## src/rtl/wallace_mac_unit.sv

```systemverilog
// Multiply-accumulate stage around a 4x4 Wallace-tree multiplier (signed A, unsigned B).
// Optional macro WALLACE_MAC_SAT_EN: the accumulator clamps on signed overflow instead of wrapping.

module wallace_mul4x4 (
  input  logic [3:0] i_a,
  input  logic [3:0] i_b,
  output logic [7:0] o_p
);
  logic [7:0] w_a_ext;
  logic [7:0] w_pp0, w_pp1, w_pp2, w_pp3;
  logic [7:0] w_s1, w_c1, w_s2, w_c2;

  // A is sign-extended so that every partial-product row is correct modulo 2^8.
  assign w_a_ext = {{4{i_a[3]}}, i_a};
  assign w_pp0   = i_b[0] ? w_a_ext                 : 8'd0;
  assign w_pp1   = i_b[1] ? {w_a_ext[6:0], 1'b0}    : 8'd0;
  assign w_pp2   = i_b[2] ? {w_a_ext[5:0], 2'b00}   : 8'd0;
  assign w_pp3   = i_b[3] ? {w_a_ext[4:0], 3'b000}  : 8'd0;

  // The first carry-save layer turns rows 0..2 into a sum and a carry. The second layer folds in row 3.
  assign w_s1 = w_pp0 ^ w_pp1 ^ w_pp2;
  assign w_c1 = {((w_pp0[6:0] & w_pp1[6:0]) | (w_pp0[6:0] & w_pp2[6:0]) |
                  (w_pp1[6:0] & w_pp2[6:0])), 1'b0};
  assign w_s2 = w_s1 ^ w_c1 ^ w_pp3;
  assign w_c2 = {((w_s1[6:0] & w_c1[6:0]) | (w_s1[6:0] & w_pp3[6:0]) |
                  (w_c1[6:0] & w_pp3[6:0])), 1'b0};
  assign o_p  = w_s2 + w_c2;
endmodule

module wallace_mac_unit #(
  parameter int ACC_W = 16
) (
  input  logic             clk,
  input  logic             rst,
  input  logic             in_valid,
  output logic             in_ready,
  input  logic [3:0]       in_a,
  input  logic [3:0]       in_b,
  input  logic             in_last,
  output logic             out_valid,
  input  logic             out_ready,
  output logic [ACC_W-1:0] out_acc,
  output logic [7:0]       out_count,
  output logic             out_ovf,
  output logic [1:0]       o_dbg_state
);
  // Handshake: a transfer happens on a rising edge where valid && ready. A producer holds valid
  // and data until that edge. Ready may depend on state but never on valid.

  typedef enum logic [1:0] {ST_RUN = 2'd0, ST_DRAIN = 2'd1, ST_DONE = 2'd2} state_t;

  localparam logic [ACC_W-1:0] ACC_MAX = {1'b0, {(ACC_W-1){1'b1}}};
  localparam logic [ACC_W-1:0] ACC_MIN = {1'b1, {(ACC_W-1){1'b0}}};

  state_t            r_state, w_state_next;
  logic              r_s1_valid, r_s1_last;
  logic [3:0]        r_s1_a, r_s1_b;
  logic              r_s2_valid, r_s2_last;
  logic [7:0]        r_s2_prod;
  logic [ACC_W-1:0]  r_acc;
  logic [7:0]        r_count;
  logic              r_ovf;

  logic              w_accept;
  logic              w_result_take;
  logic [7:0]        w_prod;
  logic signed [7:0] w_prod_s;
  logic [ACC_W-1:0]  w_prod_ext;
  logic [ACC_W-1:0]  w_sum;
  logic              w_add_ovf;
  logic [ACC_W-1:0]  w_acc_next;

  wallace_mul4x4 u_mul (
    .i_a (r_s1_a),
    .i_b (r_s1_b),
    .o_p (w_prod)
  );

  always_ff @(posedge clk) begin
    if (rst) r_state <= ST_RUN;
    else     r_state <= w_state_next;
  end

  always_comb begin
    w_state_next = r_state;
    in_ready     = 1'b0;
    out_valid    = 1'b0;
    case (r_state)
      ST_RUN: begin
        in_ready = 1'b1;
        if (in_valid && in_last) w_state_next = ST_DRAIN;
      end
      ST_DRAIN: begin
        if (r_s2_valid && r_s2_last) w_state_next = ST_DONE;
      end
      ST_DONE: begin
        out_valid = 1'b1;
        if (out_ready) w_state_next = ST_RUN;
      end
      default: w_state_next = ST_RUN;
    endcase
  end

  assign w_accept      = in_valid && in_ready;
  assign w_result_take = out_valid && out_ready;

  // Operand and product data registers load only on a valid transfer. The valid bits gate all use.
  always_ff @(posedge clk) begin
    if (rst) begin
      r_s1_valid <= 1'b0;
      r_s2_valid <= 1'b0;
    end else begin
      r_s1_valid <= w_accept;
      r_s2_valid <= r_s1_valid;
    end
  end

  always_ff @(posedge clk) begin
    if (w_accept) begin
      r_s1_a    <= in_a;
      r_s1_b    <= in_b;
      r_s1_last <= in_last;
    end
    if (r_s1_valid) begin
      r_s2_prod <= w_prod;
      r_s2_last <= r_s1_last;
    end
  end

  assign w_prod_s   = r_s2_prod;
  assign w_prod_ext = ACC_W'(w_prod_s);
  assign w_sum      = r_acc + w_prod_ext;
  assign w_add_ovf  = (r_acc[ACC_W-1] == w_prod_ext[ACC_W-1]) &&
                      (w_sum[ACC_W-1] != r_acc[ACC_W-1]);

`ifdef WALLACE_MAC_SAT_EN
  assign w_acc_next = w_add_ovf ? (r_acc[ACC_W-1] ? ACC_MIN : ACC_MAX) : w_sum;
`else
  assign w_acc_next = w_sum;
`endif

  always_ff @(posedge clk) begin
    if (rst || w_result_take) begin
      r_acc   <= '0;
      r_count <= 8'd0;
      r_ovf   <= 1'b0;
    end else if (r_s2_valid) begin
      r_acc   <= w_acc_next;
      r_count <= (r_count == 8'd255) ? r_count : r_count + 8'd1;
      if (w_add_ovf) r_ovf <= 1'b1;
    end
  end

  assign out_acc     = r_acc;
  assign out_count   = r_count;
  assign out_ovf     = r_ovf;
  assign o_dbg_state = r_state;
endmodule

```

## config.mk

```make
export PLATFORM = sky130hd
export DESIGN_NAME = wallace_mac_unit
export DESIGN_NICKNAME = d
export VERILOG_FILES = /design/src/rtl/wallace_mac_unit.sv
export SDC_FILE = /design/constraint.sdc
export NUM_CORES = 1
export LEC_CHECK = 0
export BUFFER_PORTS_ARGS = -buffer_cell sky130_fd_sc_hd__buf_4
export CORE_MARGIN = 10
export CORE_UTILIZATION = 35
export CTS_CLUSTER_DIAMETER = 100
export DETAILED_ROUTE_END_ITERATION = 6
export SLEW_MARGIN = 30
export SYNTH_ARGS = -nofsm -noshare
export SYNTH_HDL_FRONTEND = slang
export SYNTH_HIERARCHICAL = 1
export SYNTH_SLANG_ARGS = --single-unit
```

## constraint.sdc

```tcl
create_clock -name clk -period 3.4 [get_ports clk]
set_clock_uncertainty 0.2 [all_clocks]
set_input_delay 0.17 -clock clk [delete_from_list [all_inputs] [get_ports clk]]
set_output_delay 0.17 -clock clk [all_outputs]
set_load 0.05 [all_outputs]
```

==> results of run 1 <==
==> synthesized netlist by cell type (all sizes together), types with 6 or more instances <==
master   n  area (um2)
nand2   19        73.8
nand3    6        30.0
xnor2   17         149
a21oi   21         105
nor2b    7        43.8
a21o     6        45.0
ha      23         288
inv     14        55.1
mux2i    9        90.1
o21ai   11        55.1
nor2    29         109
dfxtp   29         581
fa       8         160
nand4    6        37.5
edfxtp  18         541
and2    11        72.6
==> flip-flops by register name (all words and copies together), names as in the netlist <==
register and count:
r_s1_a 4, out_ovf 1, r_s2_last 1, out_count 8, o_dbg_state 2, r_s2_valid 1, r_s2_prod 8, r_s1_b 4
r_s1_last 1, out_acc 16, r_s1_valid 1
==> logic make-up (layout without fill, tap and decap cells) <==
group,Yosys count,in the layout,synth area share (%)
fa+ha+maj,31,31,15.9
flops,47,47,39.8
compound gates,61,61,13.6
simple gates,101,101,18.3
xor+xnor,21,21,6.53
mux,9,9,3.20
buf+inv,19,75,2.62
==> metal layers <==
| metal | share of wire [%] | vias up |
|---|---|---|
| met4 | 1.4 | 0 |
| li1 | - | 1140 |
| met1 | 44 | 1025 |
| met2 | 49 | 34 |
| met3 | 4.9 | 8 |
| met5 | 0 | - |
==> through the flow <==
stage	power (W)	instance area [um2]	setup slack, ns	hold WS (ns)	cells
global route	0.00157	3460	0.169	0.0499	447
global placement	0.00105	3240	0.393	0.148	428
finish	0.00146	3460	0.334	0.0554	447
CTS	0.00149	3460	0.318	0.0443	447
detailed placement	0.00106	3240	0.326	0.149	428
floorplan	0.000965	2820	0.466	0.0391	289
==> worst max-delay path: stages, from the launching register on <==
cell and delay, ns:
sky130_fd_sc_hd__edfxtp_1 0.44, sky130_fd_sc_hd__and2_1 0.21, sky130_fd_sc_hd__fa_1 0.45, sky130_fd_sc_hd__fa_1 0.52, sky130_fd_sc_hd__ha_1 0.16, sky130_fd_sc_hd__inv_1 0.05, sky130_fd_sc_hd__fa_1 0.39, sky130_fd_sc_hd__nand2b_1 0.17
sky130_fd_sc_hd__a21oi_1 0.15, sky130_fd_sc_hd__xnor2_1 0.08
==> report_power, final <==
group | switching [W] | internal, W | total (W)
clock | 0.000194 | 0.000219 | 0.000413
combinational | 0.000217 | 0.000174 | 0.000391
sequential | 0.0000315 | 0.000628 | 0.000659
==> how the worst max path moves through the flow <==
stage / endpoint / slack (ns) / cells past startpoint
floorplan: r_s2_prod[7] / 0.47 / 9
global placement: r_s2_prod[7] / 0.39 / 9
detailed placement: r_s2_prod[7] / 0.33 / 9
CTS: r_s2_prod[7] / 0.32 / 9
global route: r_s2_prod[7] / 0.17 / 9
finish: r_s2_prod[7] / 0.33 / 9
==> final cells by class <==
cell class                      count  area share, %
Clock inverter                      3           1.23
Multi-Input combinational cell    223           46.8
Timing Repair Buffer               53           12.3
Sequential cell                    47           32.4
Inverter                           14           1.59
Tap cell                          102           3.69
Clock buffer                        5           1.99
==> flow_metrics.py, run 1 <==
metrics = {
    "cts": {
        "clk-insertion-delay-late_ns": 0.30,
        "tritoncts.num_buffers": 5,
        "cts_setup_buffers": 0,
        "h-tree-depth": 2,
        "cts.sink_count": 47,
        "ctsHoldBuffers": 11,
        "cts-root-to-sink-buffers": 2,
        "cts-root-buf": "sky130_fd_sc_hd__clkbuf_8",
        "cts_tree": "built",
        "clk_pin_slew_worst_paths_ns": 0.09,
        "postCtsResizedCells": 0,
    },
    "grt": {
        "global_route_wire_length_before_repair_mm": 10.2,
        "grt_pass1_vias": 2259,
        "grt-busiest-layer": "met2",
        "grt_overflow_total": 0,
        "grt_start_max_net_pins": 25,
        "grtUsageMet2_pct": 18.4,
        "grt_use_total_pct": 10.3,
        "grt_antenna_before_repair": 0,
        "grt_use_met1_pct": 11.6,
        "grt.met3_usage_pct": 3.04,
    },
    "setup_path": {
        "critical_path_peak_fanout": 5,
        "reg2reg_from": "r_s1_a[2]",
        "critPathCaptureType": "flip-flop",
        "crit_arrival_ns": 2.92,
        "critPathLaunch": "r_s1_a[2]",
        "capture_instance_of_the_worst_register_to_register_path": "r_s2_prod[7]",
        "required_ns": 3.25,
        "setup.worst_path.class": "flip-flop to flip-flop",
        "start_kind": "flip-flop",
        "reg2reg_slack_ns": 0.33,
        "worstRegToRegCells": 9,
    },
    "pwr": {
        "power.ir.vdd_worst_v": 0.000213,
        "p_per_area_nw_per_um2": 423,
        "total_leakage_power_nw": 1.50,
    },
    "synth": {
        "synthesis.area_per_instance_um2": 9.75,
        "postSynthRegisterBits": 47,
        "synthesis.yosys.warnings": 6,
        "synth.net_count": 333,
        "postSynth.asyncResetShare_pct": 0,
        "dominantRegCellSynth": "sky130_fd_sc_hd__dfxtp_1",
        "netlist_area_um2": 2820,
        "post_synth_num_cell_types": 48,
        "synth_enable_flop_cells": 18,
        "synth_seq_area_share_pct": 39.8,
        "synthesis.instances": 289,
    },
    "worst_hold_path": {
        "holdCritPathClass": "input pin to flip-flop",
        "hold_path.startpoint": "in_valid",
        "hold_path_depth": 3,
        "timing.hold.worst_endpoint": "o_dbg_state[0]",
    },
    "die": {
        "fp.dieW_um": 110,
        "floorplan.die.height_um": 110,
        "start_util_pct": 36.3,
        "fp.dieArea_um2": 12000,
        "coreArea_um2": 7770,
        "core.rowCount": 32,
        "floorplan.io_pins": 42,
    },
    "sta": {
        "finalHoldViolations": 0,
        "unrepaired_setup_endpoints_after_global_routing": "no",
        "timing.max_slew.rel_slack_pct": 41.9,
        "final-setup-viol-count": 0,
        "slew_viol_final": 0,
        "fin_crit_ns": 3.07,
        "summed_negative_setup_slack_over_all_endpoints_ns": 0,
        "max_clock_freq_ghz": 0.326,
        "timing.final.crit_share_pct": 90.2,
        "worst_pin_slew_ns": 0.872,
    },
    "finish": {
        "layout_commonest_cell": "sky130_fd_sc_hd__buf_4",
        "insertedDiodeCount": 0,
        "mostFrequentLayoutCells": "sky130_fd_sc_hd__buf_4, sky130_fd_sc_hd__nor2_1, sky130_fd_sc_hd__dfxtp_1, sky130_fd_sc_hd__ha_1, sky130_fd_sc_hd__a21oi_1",
        "multiInputGateArea_um2": 1620,
        "layout.core_utilization_pct": 44.6,
        "seq_area_um2": 1120,
        "fill_cells": 750,
        "fin_nets": 388,
        "drive_above_1_share_pct": 15.9,
        "syn_to_final_growth_pct": 22.9,
    },
    "job": {
        "timing.max_cap.violations": 0,
    },
    "routing": {
        "ant_nets": 0,
        "drt_pass1_iterations": 4,
        "drtIter0Drc": 62,
        "vias": 2207,
        "routedWlPerCell_um": 13.1,
        "vias_per_cell": 4.94,
        "wl_mm": 5.85,
        "remaining_drc_errors": 0,
    },
    "status": {
        "status": "completed",
    },
    "place": {
        "hpwlAfterDp_mm": 4.40,
        "place.port_buffers": 41,
        "place_congestion": 0.780,
    },
}
Power figures use the tool's default switching activity.
==> run 2, diff against run 1 <==
Settings changed: CORE_UTILIZATION 35 to 30.
==> run 2 against run 1 <==
Sequential power is essentially flat. Via count grew 0.27%. Critical endpoint unchanged. First-iteration DRC count shrank 9.7%. Design area shrank 0.33%. Largest cell class unchanged.
==> flow_metrics.py, run 2 (same netlist as run 1, synthesis figures left out) <==
metrics = {
    "place": {
        "total_instance_count_after_detailed_placement": 437,
        "place.port_buffers": 41,
        "dpl_cell_area_um2": 3250,
        "place_congestion": 0.828,
        "hpwlAfterDp_mm": 4.45,
    },
    "worst_hold_path": {
        "holdCritPathClass": "input pin to flip-flop",
        "hold_path_depth": 3,
    },
    "sta": {
        "summed_negative_setup_slack_over_all_endpoints_ns": 0,
        "unrepaired_setup_endpoints_after_global_routing": "no",
        "final-setup-viol-count": 0,
        "finalHoldViolations": 0,
        "timing.final.crit_share_pct": 89.9,
        "timing.max_slew.rel_slack_pct": 44.7,
        "slew_viol_final": 0,
        "fin_crit_ns": 3.06,
        "max_clock_freq_ghz": 0.327,
        "worst_pin_slew_ns": 0.829,
    },
    "routing": {
        "drtIter0Drc": 56,
        "remaining_drc_errors": 0,
        "vias": 2213,
        "ant_nets": 0,
        "vias_per_cell": 4.85,
        "drt_pass1_iterations": 4,
        "wl_mm": 5.86,
        "routedWlPerCell_um": 12.9,
    },
    "die": {
        "fp.dieArea_um2": 13700,
        "start_util_pct": 30.6,
        "fp.dieW_um": 117,
        "coreArea_um2": 9200,
        "floorplan.die.height_um": 117,
        "floorplan.io_pins": 42,
        "core.rowCount": 35,
    },
    "setup_path": {
        "reg2reg_slack_ns": 0.34,
        "setup.worst_path.class": "flip-flop to flip-flop",
        "cp_max_stage_cell": "sky130_fd_sc_hd__fa_1",
        "critPathCaptureType": "flip-flop",
        "required_ns": 3.25,
        "critical_path_peak_fanout": 5,
        "worst_path_most_repeated_cell": "sky130_fd_sc_hd__fa_1",
        "cp_cell_sequence": "and2_1 -> fa_1 -> fa_1 -> ha_1 -> inv_1 -> fa_1 -> nand2b_1 -> a21oi_1 -> xnor2_1",
        "worstRegToRegCells": 9,
        "crit_arrival_ns": 2.91,
        "start_kind": "flip-flop",
        "timing.critical_path.slowest_cell_delay_ns": 0.52,
    },
    "finish": {
        "mostFrequentLayoutCells": "sky130_fd_sc_hd__buf_4, sky130_fd_sc_hd__nor2_1, sky130_fd_sc_hd__dfxtp_1, sky130_fd_sc_hd__ha_1, sky130_fd_sc_hd__a21oi_1",
        "largest_register_ffs": 16,
        "insertedDiodeCount": 0,
        "syn_to_final_growth_pct": 22.5,
        "finish.instance_area_um2": 3450,
        "drive_above_1_share_pct": 15.9,
        "layout_commonest_cell": "sky130_fd_sc_hd__buf_4",
        "fin_nets": 388,
        "stdcell_count": 456,
    },
    "pwr": {
        "internal-power_w": 0.000945,
        "p_per_area_nw_per_um2": 404,
        "combinationalPowerShare_pct": 27.9,
        "total_leakage_power_nw": 1.48,
        "switch_share_pct": 32.2,
        "power_switching_w": 0.000448,
        "clockPowerShare_pct": 24.8,
        "power.ir.vdd_worst_v": 0.000163,
        "seqPwrFrac_pct": 47.3,
    },
    "cts": {
        "clk-insertion-delay-late_ns": 0.30,
        "cts-root-buf": "sky130_fd_sc_hd__clkbuf_8",
        "cts_tree": "built",
        "h-tree-depth": 2,
        "cts-root-to-sink-buffers": 2,
        "tritoncts.num_buffers": 5,
        "cts.sink_count": 47,
        "clk_pin_slew_worst_paths_ns": 0.09,
    },
    "grt": {
        "grt_start_max_net_pins": 25,
        "grt_overflow_total": 0,
        "grt_pass1_vias": 2285,
        "grt_antenna_before_repair": 0,
        "global_route_wire_length_before_repair_mm": 10.5,
        "grt_use_total_pct": 9.32,
    },
    "status": {
        "status": "completed",
    },
    "job": {
        "timing.max_cap.violations": 0,
    },
}
run 2: cell count changes in the layout (fill, tap and decap cells not counted):
cell,previous run,this run
sky130_fd_sc_hd__inv_6,1,0
sky130_fd_sc_hd__bufinv_16,1,0
sky130_fd_sc_hd__clkinvlp_4,0,1
sky130_fd_sc_hd__clkinv_4,0,1
run 2: metal layers:
layer / track usage [%] / up-vias / wire length [um]
met3: 2.70 / 6 / 316
met5: 0 / - / 0
met2: 15.7 / 39 / 2910
met4: 2.64 / 0 / 47
li1: - / 1142 / -
met1: 11.2 / 1026 / 2590
run 2: per-stage QoR:
stage / total power [W] / worst slack, ns / utilization (%) / hold slack, ns
final: 0.00139 / 0.342 / 37.5 / 0.0196
after global routing: 0.00150 / 0.156 / 37.5 / 0.0254
after CTS: 0.00142 / 0.321 / 37.5 / 0.00264
after detailed placement: 0.00105 / 0.332 / 35.4 / 0.149
after global placement: 0.00105 / 0.390 / 35.4 / 0.148
after floorplan: 0.000965 / 0.466 / - / 0.0391
run 2: worst max-delay path: cells and delay by family (launching register included):
| family | cells | cell delay [ns] |
|---|---|---|
| adder cells (fa/ha/maj) | 4 | 1.52 |
| flip-flops | 1 | 0.44 |
| AND/OR/NAND/NOR | 2 | 0.36 |
| AO/OA/AOI/OAI | 1 | 0.16 |
| XOR/XNOR | 1 | 0.08 |
| buffers and inverters | 1 | 0.05 |
run 2: timing repair:
| action | 4_1_cts | 5_1_grt |
|---|---|---|
| hold buffers | 11 | 0 |
| gates resized for setup | 0 | 0 |
| hold endpoints to repair | 13 | 0 |
| setup buffers | 0 | 0 |
run 2: final timing paths:
check        startpoint              to
min reg2reg   r_s1_last       r_s2_last
max           r_s1_a[2]    r_s2_prod[7]
min            in_valid  o_dbg_state[0]
max reg2reg   r_s1_a[2]    r_s2_prod[7]
run 2: layout make-up:
cell class	instances	area, um2
fill	953	5750
multi-input combinational	223	1620
sequential	47	1120
timing repair buffer	53	425
tap	111	139
clock buffer	5	68.8
inverter	14	55.1
clock inverter	3	20.0
run 2: power groups by stage:
stage                     logic (W)  clock network [W]  registers, W
after global placement     0.000376                  0      0.000672
after global routing       0.000447           0.000384      0.000666
after floorplan            0.000260                  0      0.000704
after detailed placement   0.000381                  0      0.000673
final                      0.000389           0.000345      0.000659
after CTS                  0.000393           0.000362      0.000660
